`src/rtl/acc_pkg.sv`:
```
// Shared constants and FSM state type for the accelerator operand loader.
package acc_pkg;

    localparam int unsigned ACC_AW = 6;
    localparam int unsigned ACC_DW = 32;

    typedef enum logic [2:0] {
        ST_IDLE = 3'd0,
        ST_REQ  = 3'd1,
        ST_WAIT = 3'd2,
        ST_PUSH = 3'd3,
        ST_DONE = 3'd4
    } acc_state_e;

endpackage

```
`src/rtl/acc_dma_addrgen.sv`:
```
// Base/index/size registers for the loader: wrapping word address and last-word detect.
module acc_dma_addrgen
    import acc_pkg::*;
#(
    parameter int unsigned AW = ACC_AW
) (
    input  logic          clk_i,
    input  logic          rst_ni,
    input  logic          load_i,
    input  logic [AW-1:0] startaddr_i,
    input  logic [AW-1:0] datasize_i,
    input  logic          inc_i,
    output logic [AW-1:0] addr_o,
    output logic          last_o
);

    logic [AW-1:0] base_q;
    logic [AW-1:0] idx_q;
    logic [AW-1:0] size_q;

    always_ff @(posedge clk_i or negedge rst_ni) begin
        if (!rst_ni) begin
            base_q <= '0;
            idx_q  <= '0;
            size_q <= '0;
        end else if (load_i) begin
            base_q <= startaddr_i;
            size_q <= datasize_i;
            idx_q  <= '0;
        end else if (inc_i) begin
            idx_q  <= idx_q + AW'(1);
        end
    end

    // Sum truncates to AW bits, so the address wraps from the top word back to 0.
    assign addr_o = base_q + idx_q;
    assign last_o = ((idx_q + AW'(1)) == size_q);

endmodule

```
`src/rtl/acc_dma_loader.sv`:
```
// Accelerator operand loader: fetches datasize words from startaddr and streams them out.
// Optional running checksum enabled by defining ACC_DMA_LOADER_CHECKSUM_EN.
module acc_dma_loader
    import acc_pkg::*;
#(
    parameter int unsigned AW = ACC_AW,
    parameter int unsigned DW = ACC_DW
) (
    input  logic          clk,
    input  logic          reset,
    input  logic          start,
    input  logic [AW-1:0] startaddr,
    input  logic [AW-1:0] datasize,
    input  logic          flush,
    output logic          mem_req,
    output logic [AW-1:0] mem_addr,
    input  logic          mem_gnt,
    input  logic [DW-1:0] mem_rdata,
    output logic          acc_valid,
    output logic [DW-1:0] acc_data,
    input  logic          acc_ready,
    output logic          busy,
    output logic          done,
    output logic [DW-1:0] checksum
);

    acc_state_e    state_q, state_d;
    logic          load;
    logic          inc;
    logic          last;
    logic          abort;
    logic [DW-1:0] data_q;

    acc_dma_addrgen #(.AW(AW)) u_addrgen (
        .clk_i       (clk),
        .rst_ni      (reset),
        .load_i      (load),
        .startaddr_i (startaddr),
        .datasize_i  (datasize),
        .inc_i       (inc),
        .addr_o      (mem_addr),
        .last_o      (last)
    );

    assign abort = flush && (state_q != ST_IDLE);

    always_comb begin
        state_d = state_q;
        load    = 1'b0;
        inc     = 1'b0;
        case (state_q)
            ST_IDLE: begin
                if (start && !flush) begin
                    load    = 1'b1;
                    state_d = (datasize == '0) ? ST_DONE : ST_REQ;
                end
            end
            ST_REQ:  if (mem_gnt) state_d = ST_WAIT;
            ST_WAIT: state_d = ST_PUSH;
            ST_PUSH: begin
                if (acc_ready) begin
                    inc     = 1'b1;
                    state_d = last ? ST_DONE : ST_REQ;
                end
            end
            ST_DONE: state_d = ST_IDLE;
            default: state_d = ST_IDLE;
        endcase
        if (abort) begin
            state_d = ST_IDLE;
            inc     = 1'b0;
        end
    end

    always_ff @(posedge clk or negedge reset) begin
        if (!reset) begin
            state_q <= ST_IDLE;
            data_q  <= '0;
        end else begin
            state_q <= state_d;
            if ((state_q == ST_WAIT) && !flush) data_q <= mem_rdata;
        end
    end

    assign mem_req   = (state_q == ST_REQ);
    assign acc_valid = (state_q == ST_PUSH);
    assign busy      = (state_q != ST_IDLE);
    assign done      = (state_q == ST_DONE);
    assign acc_data  = data_q;

`ifdef ACC_DMA_LOADER_CHECKSUM_EN
    logic [DW-1:0] csum_q;

    always_ff @(posedge clk or negedge reset) begin
        if (!reset) begin
            csum_q <= '0;
        end else if (abort || load) begin
            csum_q <= '0;
        end else if (inc) begin
            csum_q <= csum_q + data_q;
        end
    end

    assign checksum = csum_q;
`else
    assign checksum = '0;
`endif

endmodule
```
`config.mk`:
```
export PLATFORM = sky130hd
export DESIGN_NAME = acc_dma_loader
export DESIGN_NICKNAME = d
export VERILOG_FILES = /design/src/rtl/acc_pkg.sv /design/src/rtl/acc_dma_addrgen.sv /design/src/rtl/acc_dma_loader.sv
export SDC_FILE = /design/constraint.sdc
export NUM_CORES = 1
export LEC_CHECK = 0
export CAP_MARGIN = 20
export CORE_MARGIN = 2
export CORE_UTILIZATION = 30
export CTS_BUF_LIST = sky130_fd_sc_hd__clkbuf_8 sky130_fd_sc_hd__clkbuf_16
export DETAILED_ROUTE_END_ITERATION = 7
export SYNTH_ARGS = -nofsm -noshare
export SYNTH_HDL_FRONTEND = slang
export SYNTH_SLANG_ARGS = --single-unit
```
`constraint.sdc`:
```
create_clock -name clk -period 4.5 [get_ports clk]
set_clock_uncertainty 0.05 [all_clocks]
set_input_delay 1.35 -clock clk [delete_from_list [all_inputs] [get_ports clk]]
set_output_delay 1.35 -clock clk [all_outputs]
set_load 0.01 [all_outputs]
```
### After elaboration in Yosys (flattened, before gate mapping)

Cells that the tools add are included.

* output and inout bits: 74
* logic and storage cells: 38
* input bits: 50
* flip-flop bits (word level): 53

* reductions and logical operators: 9
* eq/ne operators: 8
* muxes and demuxes: 14
* add/sub/neg operators: 2

Operator list (count)
* $mux W3: 6
* $mux W6: 2
* $pmux W3 S4: 1
* $add A6 B1 Y6 const B: 1
* $add A6 B6 Y6: 1
* $eq A3 B2 Y1 const B: 2
* $eq A6 B6 Y1: 1
* $logic_not A6 Y1: 1
* $ne A3 B1 Y1 const B: 2
* $mux W1: 5
* $eq A3 B1 Y1 const B: 1
* $eq A3 B3 Y1 const B: 1
* $logic_and A1 B1 Y1: 3
* $logic_not A3 Y1: 1
* $ne A3 B3 Y1 const B: 1
* $reduce_and A3 Y1: 1
* $reduce_bool A3 Y1: 1
* $reduce_bool A2 Y1: 1
* $logic_not A1 Y1: 1

### Logic depth before layout (Yosys ltp)

Gate-level depths: netlist of run 1.

* depth in word-level cells: 6
* gate-level depth with buffers: 7
* mapped depth without buffers: 7

### Hierarchy

From an unflattened synthesis of run 1, not the netlist that was laid out.

* cells, all modules: 221
* area, all modules: 2745.1 µm²

Modules (own cells, without submodules)
* acc_dma_loader: area an instance 1709.1 µm², cells an instance 130, seq. area each 875.8 µm², times used 1
* acc_dma_addrgen: area an instance 1036.0 µm², cells an instance 91, seq. area each 450.4 µm², times used 1

### Worst setup path before layout of run 1

No wires, ideal clock.

* kind: flip-flop to output port
* start point: register u_addrgen.idx_q[0]
* end point: output port mem_addr[4]
* stages on the path, launching flop included: 8
* required time: 3100 ps
* setup slack: 1614 ps
* path buffers: 0
* arrival time: 1486 ps
* cells stage by stage: dfrtp_1 > ha_1 > inv_1 > fa_1 > inv_1 > a21o_1 > a21oi_1 > xnor2_1

* cells in the longest elaborated chain, start to end: 1

Ends and longest elaborated chain
* start: declaration: RTL line acc_dma_addrgen.sv:18 `logic [AW-1:0] idx_q;`
* start signal: assignment: RTL line acc_dma_addrgen.sv:31 `idx_q <= idx_q + AW'(1);`
* $add A6 B6 Y6: RTL line acc_dma_addrgen.sv:36 `assign addr_o = base_q + idx_q;`
* end: declaration: RTL line acc_dma_loader.sv:16 `output logic [AW-1:0] mem_addr,`

Every way passes these cells.

### Worst setup path in the final report of run 1

* start point: register u_addrgen.idx_q[1]
* end point: output port mem_addr[5]

The elaborated chain is that of the path after synthesis.

==> results.md, run 1 <==
* Outcome: completed
* DRT Pass-1 Iters at 4
* WL/cell at 13.5 um
* 1st-iter DRT viols at 13
* Seq/Total Area, Yosys at 47.5%
* Slew Limit Fails at 0
* Detailed placement HPWL at 4.42 mm
* Synth Warn # at 0
* RSZ-0062 raised after global routing: false
* Synthesized area per cell at 12.1 um^2
* Core area at 0.00915 mm^2
* Mux share of post-synthesis cell area at 19.4%
* Worst slew pin tran at 778 ps
* TritonCTS Buffers at 5
* Die ar. at 0.0101 mm^2
* Highest clock rate at 261 MHz
* Leakage dissipation at 1.66 nW
* WP data arrival at 2430 ps
* Post-CTS Setup Inserts at 0
* Routing usage on met3 at 6.45%
* Via density at 4.50
* Pwr Density at 458 mW/mm^2
* # diodes at 0
* First-pass GRT wire length at 9.89 mm
* Die span in y at 101 um
* Largest net degree at the start of global routing at 36
* Vias at 1951
* I/O Pins at 124
* Main combinational cell family by area after synthesis: multiplexers
* Clk root buf: clkbuf_8
* Hold Slack at 466 ps
* R2R Setup Slk at 2330 ps
* Minimum clock period after layout at 3830 ps
* Critical Path Fanout Max at 6
* GR Util met2 at 20.2%
* Max cap viols at 0
* Hold buffer count at cts at 0
* Distinct cells, synth at 41
* Area grow syn2layout at 35.3%
* CP endpoint kind: output port
* Most used DFF post-synth: dfrtp_1
* Post-CTS sizing at 0
* Antenna Nets Post-Route at 0
* Post-synthesis simple-gate area fraction at 7.97%
* Synth Register Bits at 53
* Clock transition at path regs at 100 ps
* Drt drc at 0
* Fin. Hold Viols at 0
* Post-Syn Area at 0.00279 mm^2
* Reg2Reg Launch Point: state_q[2]
* Adder-cell share of the synthesized area at 3.40%
* Min-delay worst type: reg2reg
* Worst Path Required at 3100 ps
* Final Util at 41.3%
* Port Buffers at 91
* Clk sinks at 53
* Met1 usage at 14.5%
* Critical Path Start: u_addrgen.idx_q[1]
* Initial antenna violation count at 0
* Setup TNS at 0 ps
* Initial core utilization at 30.5%
* Min-Delay Startpoint: acc_data[18]
* Final worst slack at 669 ps
* CP peak stage delay at 550 ps
* Crit Path Class: reg2out
* CP cell instances: ha_1 > a21o_1 > a21oi_1 > o21bai_1 > a21oi_1 > xnor2_1 > clkdlybuf4s50_1
* H-tree lvl count at 2
* CTS tree: yes
* XOR/XNOR Fraction of Synth Area at 3.76%
* Setup violators final at 0
* Crit path top cell by count: a21oi_1
* Startpoint types: flip-flop
* Number of fill cells at 881
* Rows at 35
* Vias in the first global route at 2045
* Global-route usage over all layers at 12.3%
* Nets at 379
* Layout cells sized above 1 at 18.9%
* Clock tree buffer depth at 2
* Max VDD drop at 0.268 mV
* Pre-CTS WS at 1000 ps
* Synthesized instance count at 230
* Relative slew slack at 48.2%
* Critical-path top delay cell: clkdlybuf4s50_1
* GP Congestion at 0.790
* Die Wd at 101 um
* Wirelength, routed at 5.87 mm
* Fraction of registers with async set/reset at 100%
* Worst-Skew Late Latency at 300 ps
* Busiest grt layer: met2
* Congestion Overflow GR at 0
* Number of synthesized flops with an enable pin at 0
* Post-synthesis compound-gate area fraction at 6.36%
* Final Cycle Share at 85.1%
-- path summary, 6_finish.rpt --
| check | endpoint | depth (start not counted) |
|---|---|---|
| min in group asynchronous | state_q[1] | 1 |
| max in group asynchronous | u_addrgen.idx_q[5] | 2 |
| setup reg to reg | u_addrgen.idx_q[4] | 5 |
| hold / removal | acc_data[18] | 1 |
| hold reg to reg | acc_data[18] | 1 |
| setup / recovery | mem_addr[5] | 7 |
-- power breakdown --
group	internal (mW)	total [mW]	switching [mW]
clock	0.111	0.271	0.161
sequential	0.640	0.735	0.0959
combinational	0.464	0.724	0.260
total	1.21	1.73	0.517
-- cell usage after synthesis, types with 2 or more instances --
library cell,instances,share of area (%)
o21ai_0,8,1.4
nand2_1,5,0.67
buf_6,2,0.81
o31ai_1,5,1.3
mux2_2,34,14
nor2b_1,4,0.90
a21oi_1,4,0.72
mux2_4,10,5.4
nand2b_1,2,0.45
nor2_1,5,0.67
ha_1,6,2.7
dfrtp_1,53,47
buf_4,32,8.6
or4_1,2,0.54
nor3_1,5,0.90
xnor2_1,9,2.8
a21o_1,2,0.54
inv_1,9,1.2
nand3_1,6,1.1
buf_2,4,0.72
xor2_1,3,0.94
-- routing by layer --
metal | vias to the layer above | wire length (um)
li1 | 911 | -
met1 | 940 | 2420
met2 | 96 | 2680
met3 | 4 | 737
met4 | 0 | 34
met5 | - | 0
-- flip-flops by register name, summed over array words and instances, names as in the netlist --
signal            count
acc_data             32
u_addrgen.base_q      6
u_addrgen.idx_q       6
u_addrgen.size_q      6
state_q               3
-- logic make-up after synthesis --
kind of cell / Yosys count
AO/OA/AOI/OAI: 26
XOR/XNOR: 12
buffers and inverters: 48
multiplexers: 45
flip-flops: 53
other: 1
adder cells (fa/ha/maj): 7
AND/OR/NAND/NOR: 38
-- cell type report --
class | instances | area (um^2) | area share [%]
clock buffer | 5 | 68.8 | 1.82
clock inverter | 3 | 21.3 | 0.563
inverter | 9 | 33.8 | 0.894
multi-input combinational | 160 | 1270 | 33.6
sequential | 53 | 1330 | 35.1
tap | 111 | 139 | 3.67
timing repair buffer | 93 | 921 | 24.4
-- per-stage QoR --
step                cell area [um^2]  power [mW]  std cells
CTS                             3780        1.76        434
finish                          3780        1.73        434
detailed placement              3690        1.47        426
global placement                3690        1.47        426
global route                    3780        1.86        434
floorplan                       2910        1.08        261
-- critical path, delay by kind of cell (launching register included) --
| family | cells | cell delay, ps |
|---|---|---|
| buffers and inverters | 1 | 550 |
| AOI/OAI and AO/OA | 4 | 680 |
| adders and majority gates | 1 | 320 |
| DFF | 1 | 450 |
| xor gates and xnor gates | 1 | 130 |
-- placed cells by master (no fill, tap or decap), types with 2 or more instances in the layout --
| cell type | netlist | final |
|---|---|---|
| clkbuf_8 | 0 | 5 |
| nand3_1 | 6 | 6 |
| o21ai_0 | 8 | 8 |
| buf_4 | 32 | 2 |
| mux2_4 | 10 | 10 |
| xor2_1 | 3 | 3 |
| inv_1 | 9 | 9 |
| a21oi_1 | 4 | 4 |
| nor2_1 | 5 | 5 |
| nor3_1 | 5 | 5 |
| nor2b_1 | 4 | 4 |
| xnor2_1 | 9 | 9 |
| dfrtp_1 | 53 | 53 |
| conb_1 | 1 | 32 |
| or4_1 | 2 | 2 |
| o31ai_1 | 5 | 5 |
| a21o_1 | 2 | 2 |
| ha_1 | 6 | 6 |
| nand2b_1 | 2 | 2 |
| mux2_2 | 34 | 34 |
| clkdlybuf4s50_1 | 0 | 90 |
| nand2_1 | 5 | 5 |
(Power assumes the default switching activity.)
==> run 2, diff against run 1 <==
Settings changed: CTS_CLUSTER_DIAMETER set to 30.
Clock period 4.5 ns to 3.6 ns, I/O delays scaled along.
==> results.md, run 2 (synthesized netlist as in run 1, its figures left out) <==
* Outcome: completed
* Post-Layout Cell Count at 435 (+0.23%)
* Highest clock rate at 289 MHz
* CTS tree: yes
* Max cap viols at 0 (unchanged)
* Most frequent cells in the layout: clkdlybuf4s50_1 (89), dfrtp_1 (51), mux2_2 (34)
* DRT Pass-1 Iters at 4 (unchanged)
* Die span in y at 101 um (unchanged)
* Wirelength, routed at 5.71 mm (-2.7%)
* Port Buffers at 91 (unchanged)
* Setup violators final at 0 (unchanged)
* Clock transition at path regs at 110 ps (about the same)
* Pwr Total at 2.17 mW (+26%)
* Post-CTS sizing at 0 (unchanged)
* Hold buffer count at cts at 0 (unchanged)
* Crit Path Class: reg2out
* Setup TNS at 0 ps (unchanged)
* Minimum clock period after layout at 3460 ps
* Worst-Skew Late Latency at 310 ps (about the same)
* Startpoint types: flip-flop
* First-pass GRT wire length at 9.27 mm (-6.3%)
* Number of fill cells at 885 (+0.45%)
* Clk sinks at 53 (unchanged)
* Vias in the first global route at 1901 (-7.0%)
* Critical Path Fanout Max at 6 (unchanged)
* GP Congestion at 0.787 (-0.33%)
* TritonCTS Buffers at 5 (unchanged)
* I/O Pins at 124 (unchanged)
* Hold Slack at 467 ps (+0.964 ps)
* Number of flip-flops in the largest register at 32 (unchanged)
* Antenna Nets Post-Route at 0 (unchanged)
* 1st-iter DRT viols at 37 (+24)
* Placed cell count at 427 (+0.23%)
* Initial antenna violation count at 0 (unchanged)
* WL/cell at 13.1 um (-2.9%)
* Max VDD drop at 0.374 mV (+40%)
* Leakage dissipation at 1.67 nW (+0.58%)
* WP data arrival at 2330 ps (-100 ps)
* Pwr Density at 572 mW/mm^2 (+25%)
* Fin. Hold Viols at 0 (unchanged)
* Post-CTS Setup Inserts at 0 (unchanged)
* Drt drc at 0 (unchanged)
* Layout cells sized above 1 at 20.1% (+1.2 points)
* Worst Path Required at 2470 ps (-630 ps)
* Final Cycle Share at 96.0%
* Congestion Overflow GR at 0 (unchanged)
* Clock tree buffer depth at 2 (unchanged)
* H-tree lvl count at 2 (unchanged)
* # diodes at 0 (unchanged)
* Die ar. at 0.0101 mm^2 (unchanged)
* Vias at 1939 (-0.62%)
* Nets at 380 (+0.26%)
* Global-route usage over all layers at 11.6% (-0.71 points)
* Detailed placement HPWL at 4.37 mm (-1.3%)
* Core area at 0.00915 mm^2 (unchanged)
* CP endpoint kind: output port
* Rows at 35 (unchanged)
* RSZ-0062 raised after global routing: false
* Slew Limit Fails at 0 (unchanged)
* Die Wd at 101 um (unchanged)
* Largest net degree at the start of global routing at 33 (-8.3%)
* Area grow syn2layout at 36.1%
* Min-delay worst type: reg2reg
* Commonest non-fill, non-tap cell in the layout: clkdlybuf4s50_1
* Clk root buf: clkbuf_8
* Initial core utilization at 30.5% (unchanged)
* Final Util at 41.5% (+0.23 points)
* Via density at 4.46 (-0.84%)
## run 2: final timing paths
kind	from	to	slack, ps	cells after the start
max in group asynchronous	reset	u_addrgen.size_q[5]	2350	2
max	u_addrgen.idx_q[1]	mem_addr[5]	140	7
min reg2reg	acc_data[18]	acc_data[18]	470	1
max reg2reg	state_q[2]	u_addrgen.idx_q[4]	1450	5
min	acc_data[18]	acc_data[18]	470	1
min in group asynchronous	reset	acc_data[5]	540	1
## run 2: critical path, stage by stage, from the launching register on
cell and delay, ps:
dfrtp_2 450, ha_1 300, a21o_1 190, a21oi_2 170
o21bai_1 80, a21oi_1 170, xnor2_1 130, clkdlybuf4s50_1 550
## run 2: metal layers
metal  GRT usage, %  vias up  routed length (um)
li1               -      918                   -
met1           14.0      915                2530
met2           17.8      102                2450
met3           6.66        4                 707
met4           2.95        0                  32
met5              0        -                   0
## run 2: power by group
part           total, mW  internal [mW]  switching (mW)
clock network      0.352          0.142           0.210
registers          0.920          0.799           0.120
logic              0.901          0.579           0.321
## run 2: area by class of cell
type / instances / area [um^2] / area share (%)
Clock buffer: 5 / 68.8 / 1.81
Clock inverter: 3 / 26.3 / 0.691
Inverter: 9 / 33.8 / 0.889
Multi-Input combinational cell: 160 / 1270 / 33.5
Sequential cell: 53 / 1330 / 35.0
Tap cell: 111 / 139 / 3.65
Timing Repair Buffer: 94 / 931 / 24.5
## run 2: stage by stage
stage	worst slack, ps	area (um^2)
5_1_grt	17.9	3800
4_1_cts	49.9	3790
3_3_place_gp	421	3700
6_report	143	3800
2_1_floorplan	984	2910
3_5_place_dp	396	3700
==> run 3, diff against run 2 <==
Settings changed: CTS_CLUSTER_DIAMETER 30 to unset, GPL_TIMING_DRIVEN set to 0, SLEW_MARGIN set to 20.
==> results.md, run 3 (synthesized netlist as in run 1, its figures left out) <==
* Port Buffers at 91 (unchanged)
* Worst slew pin tran at 694 ps
* Rows at 35 (unchanged)
* I/O Pins at 124 (unchanged)
* Pre-CTS WS at 374 ps (-22.4 ps)
* Initial core utilization at 30.5% (unchanged)
* Slew Limit Fails at 0 (unchanged)
* Placed cell area at 0.00396 mm^2 (+7.0%)
* DRT Pass-1 Iters at 4 (unchanged)
* 1st-iter DRT viols at 50 (+35%)
* Clk sinks at 53 (unchanged)
* Clk root buf: clkbuf_8
* Vias at 2034 (+4.9%)
* Number of flip-flops in the largest register at 32 (unchanged)
* Area grow syn2layout at 45.5%
* Wirelength, routed at 5.92 mm (+3.7%)
* RSZ-0062 raised after global routing: false
* Relative slew slack at 53.7%
* Final Instance Area at 0.00406 mm^2 (+6.9%)
* Die Wd at 101 um (unchanged)
* Outcome: completed
* Most frequent cells in the layout: clkdlybuf4s50_1 (89), dfrtp_1 (51), mux2_2 (34), buf_4 (34), conb_1 (32)
* Number of fill cells at 871 (-1.6%)
* Max VDD drop at 0.312 mV (-17%)
* R2R Setup Slk at 1540 ps (+90 ps)
* Setup violators final at 0 (unchanged)
* Die span in y at 101 um (unchanged)
* Critical-path top delay cell: clkdlybuf4s50_1
* Largest net degree at the start of global routing at 54 (+64%)
* Layout cells sized above 1 at 28.0% (+7.9 points)
* Worst Path Required at 2470 ps (about the same)
* Placed cell count at 463 (+8.4%)
* Post-Layout Cell Count at 472 (+8.5%)
* First-pass GRT wire length at 9.67 mm (+4.3%)
* CP peak stage delay at 550 ps (about the same)
* Antenna Nets Post-Route at 0 (unchanged)
* Clock tree buffer depth at 2 (unchanged)
* Global-route usage over all layers at 12.1% (+0.49 points)
* Leakage dissipation at 1.87 nW (+12%)
* Min-delay worst type: reg2reg
* Vias in the first global route at 2069 (+8.8%)
* Fin. Hold Viols at 0 (unchanged)
* Worst R2R Path Depth at 5 (unchanged)
* Via density at 4.31 (-3.3%)
* Minimum clock period after layout at 3480 ps (+26.2 ps)
* Min-Delay Startpoint: acc_data[23]
* Core area at 0.00915 mm^2 (unchanged)
* WHS Endpoint: acc_data[23]
* Commonest non-fill, non-tap cell in the layout: clkdlybuf4s50_1
* Nets at 417 (+9.7%)
* Max cap viols at 0 (unchanged)
* Die ar. at 0.0101 mm^2 (unchanged)
* # diodes at 0 (unchanged)
* CP cell instances: ha_1 > a21o_1 > a21oi_2 > o21bai_1 > a21oi_1 > xnor2_1 > clkdlybuf4s50_1
* Detailed placement HPWL at 4.40 mm (+0.84%)
* Worst-Skew Late Latency at 300 ps (about the same)
* GP Congestion at 0.715 (-9.2%)
* Startpoint types: flip-flop
* WP data arrival at 2350 ps (+20 ps)
* Drt drc at 0 (unchanged)
* Hold Path Stages at 1 (unchanged)
* Critical Path Fanout Max at 5 (-1)
* Initial antenna violation count at 0 (unchanged)
* Clock transition at path regs at 100 ps (about the same)
* CP endpoint kind: output port
* Reg-to-reg endpoint: acc_data[24]
* Reg2Reg Launch Point: state_q[1]
* H-tree lvl count at 2 (unchanged)
* Pwr Density at 539 mW/mm^2 (-5.7%)
* Final worst slack at 117 ps (-26.2 ps)
* TritonCTS Buffers at 5 (unchanged)
* WL/cell at 12.5 um (-4.5%)
* CTS tree: yes
* Crit Path Class: reg2out
* Final Util at 44.4% (+2.9 points)
* Final Cycle Share at 96.7% (+0.73 points)
* Congestion Overflow GR at 0 (unchanged)
* Highest clock rate at 287 MHz (-0.75%)
## run 3: cell count changes in the layout (fill, tap and decap cells not counted), sizes merged
cell and delta:
clkinvlp -1, buf +36, clkbuf +1, clkinv +1
## run 3: final cells by class
cell class                      instances  area (um^2)  area share, %
Clock inverter                          3         21.3          0.523
Multi-Input combinational cell        160         1270           31.2
Buffer                                 39          287           7.05
Sequential cell                        53         1330           32.7
Tap cell                              111          139           3.42
Timing Repair Buffer                   92          918           22.6
Clock buffer                            5         68.8           1.69
Inverter                                9         33.8          0.831
## run 3: what timing repair did
item,4_1_cts,5_1_grt
gates resized for setup,0,4
hold buffers,0,0
setup buffers,0,1
setup endpoints to repair,0,2
endpoints found under the hold margin,0,0
## run 3: how the worst max path moves through the flow
stage                        from                  end
5_1_grt        u_addrgen.idx_q[1]          mem_addr[5]
2_1_floorplan  u_addrgen.idx_q[0]          mem_addr[4]
3_5_place_dp   u_addrgen.idx_q[1]          mem_addr[5]
3_3_place_gp                reset  u_addrgen.base_q[5]
4_1_cts        u_addrgen.idx_q[1]          mem_addr[5]
6_report       u_addrgen.idx_q[1]          mem_addr[5]
## run 3: report_power, final
part,internal (mW),switching [mW],leakage [nW]
registers,0.800,0.114,0.652
clock network,0.139,0.206,0.0445
logic,0.603,0.330,1.17
## run 3: metal layers
metal  wire [um]  global-route usage [%]  vias up  share of wire (%)
met5           0                       0        -                  0
met4          78                    2.95        0                1.3
met3         758                    6.24        9                 13
met2        2600                    18.9       99                 44
met1        2480                    14.7      931                 42
li1            -                       -      995                  -
## run 3: critical path, delay by kind of cell (launching register included)
family	cells	cell delay, ps
XOR/XNOR	1	130
buffers and inverters	1	550
adder cells (fa/ha/maj)	1	290
flip-flops	1	460
AO/OA/AOI/OAI	4	610
## run 3: per-stage QoR
stage | power (mW) | TNS (ps) | hold WS (ps)
3_5_place_dp | 1.86 | 0 | 445
3_3_place_gp | 1.85 | -17860 | 439
6_report | 2.19 | 0 | 466
2_1_floorplan | 1.35 | 0 | 436
4_1_cts | 2.23 | 0 | 475
5_1_grt | 2.35 | 0 | 492
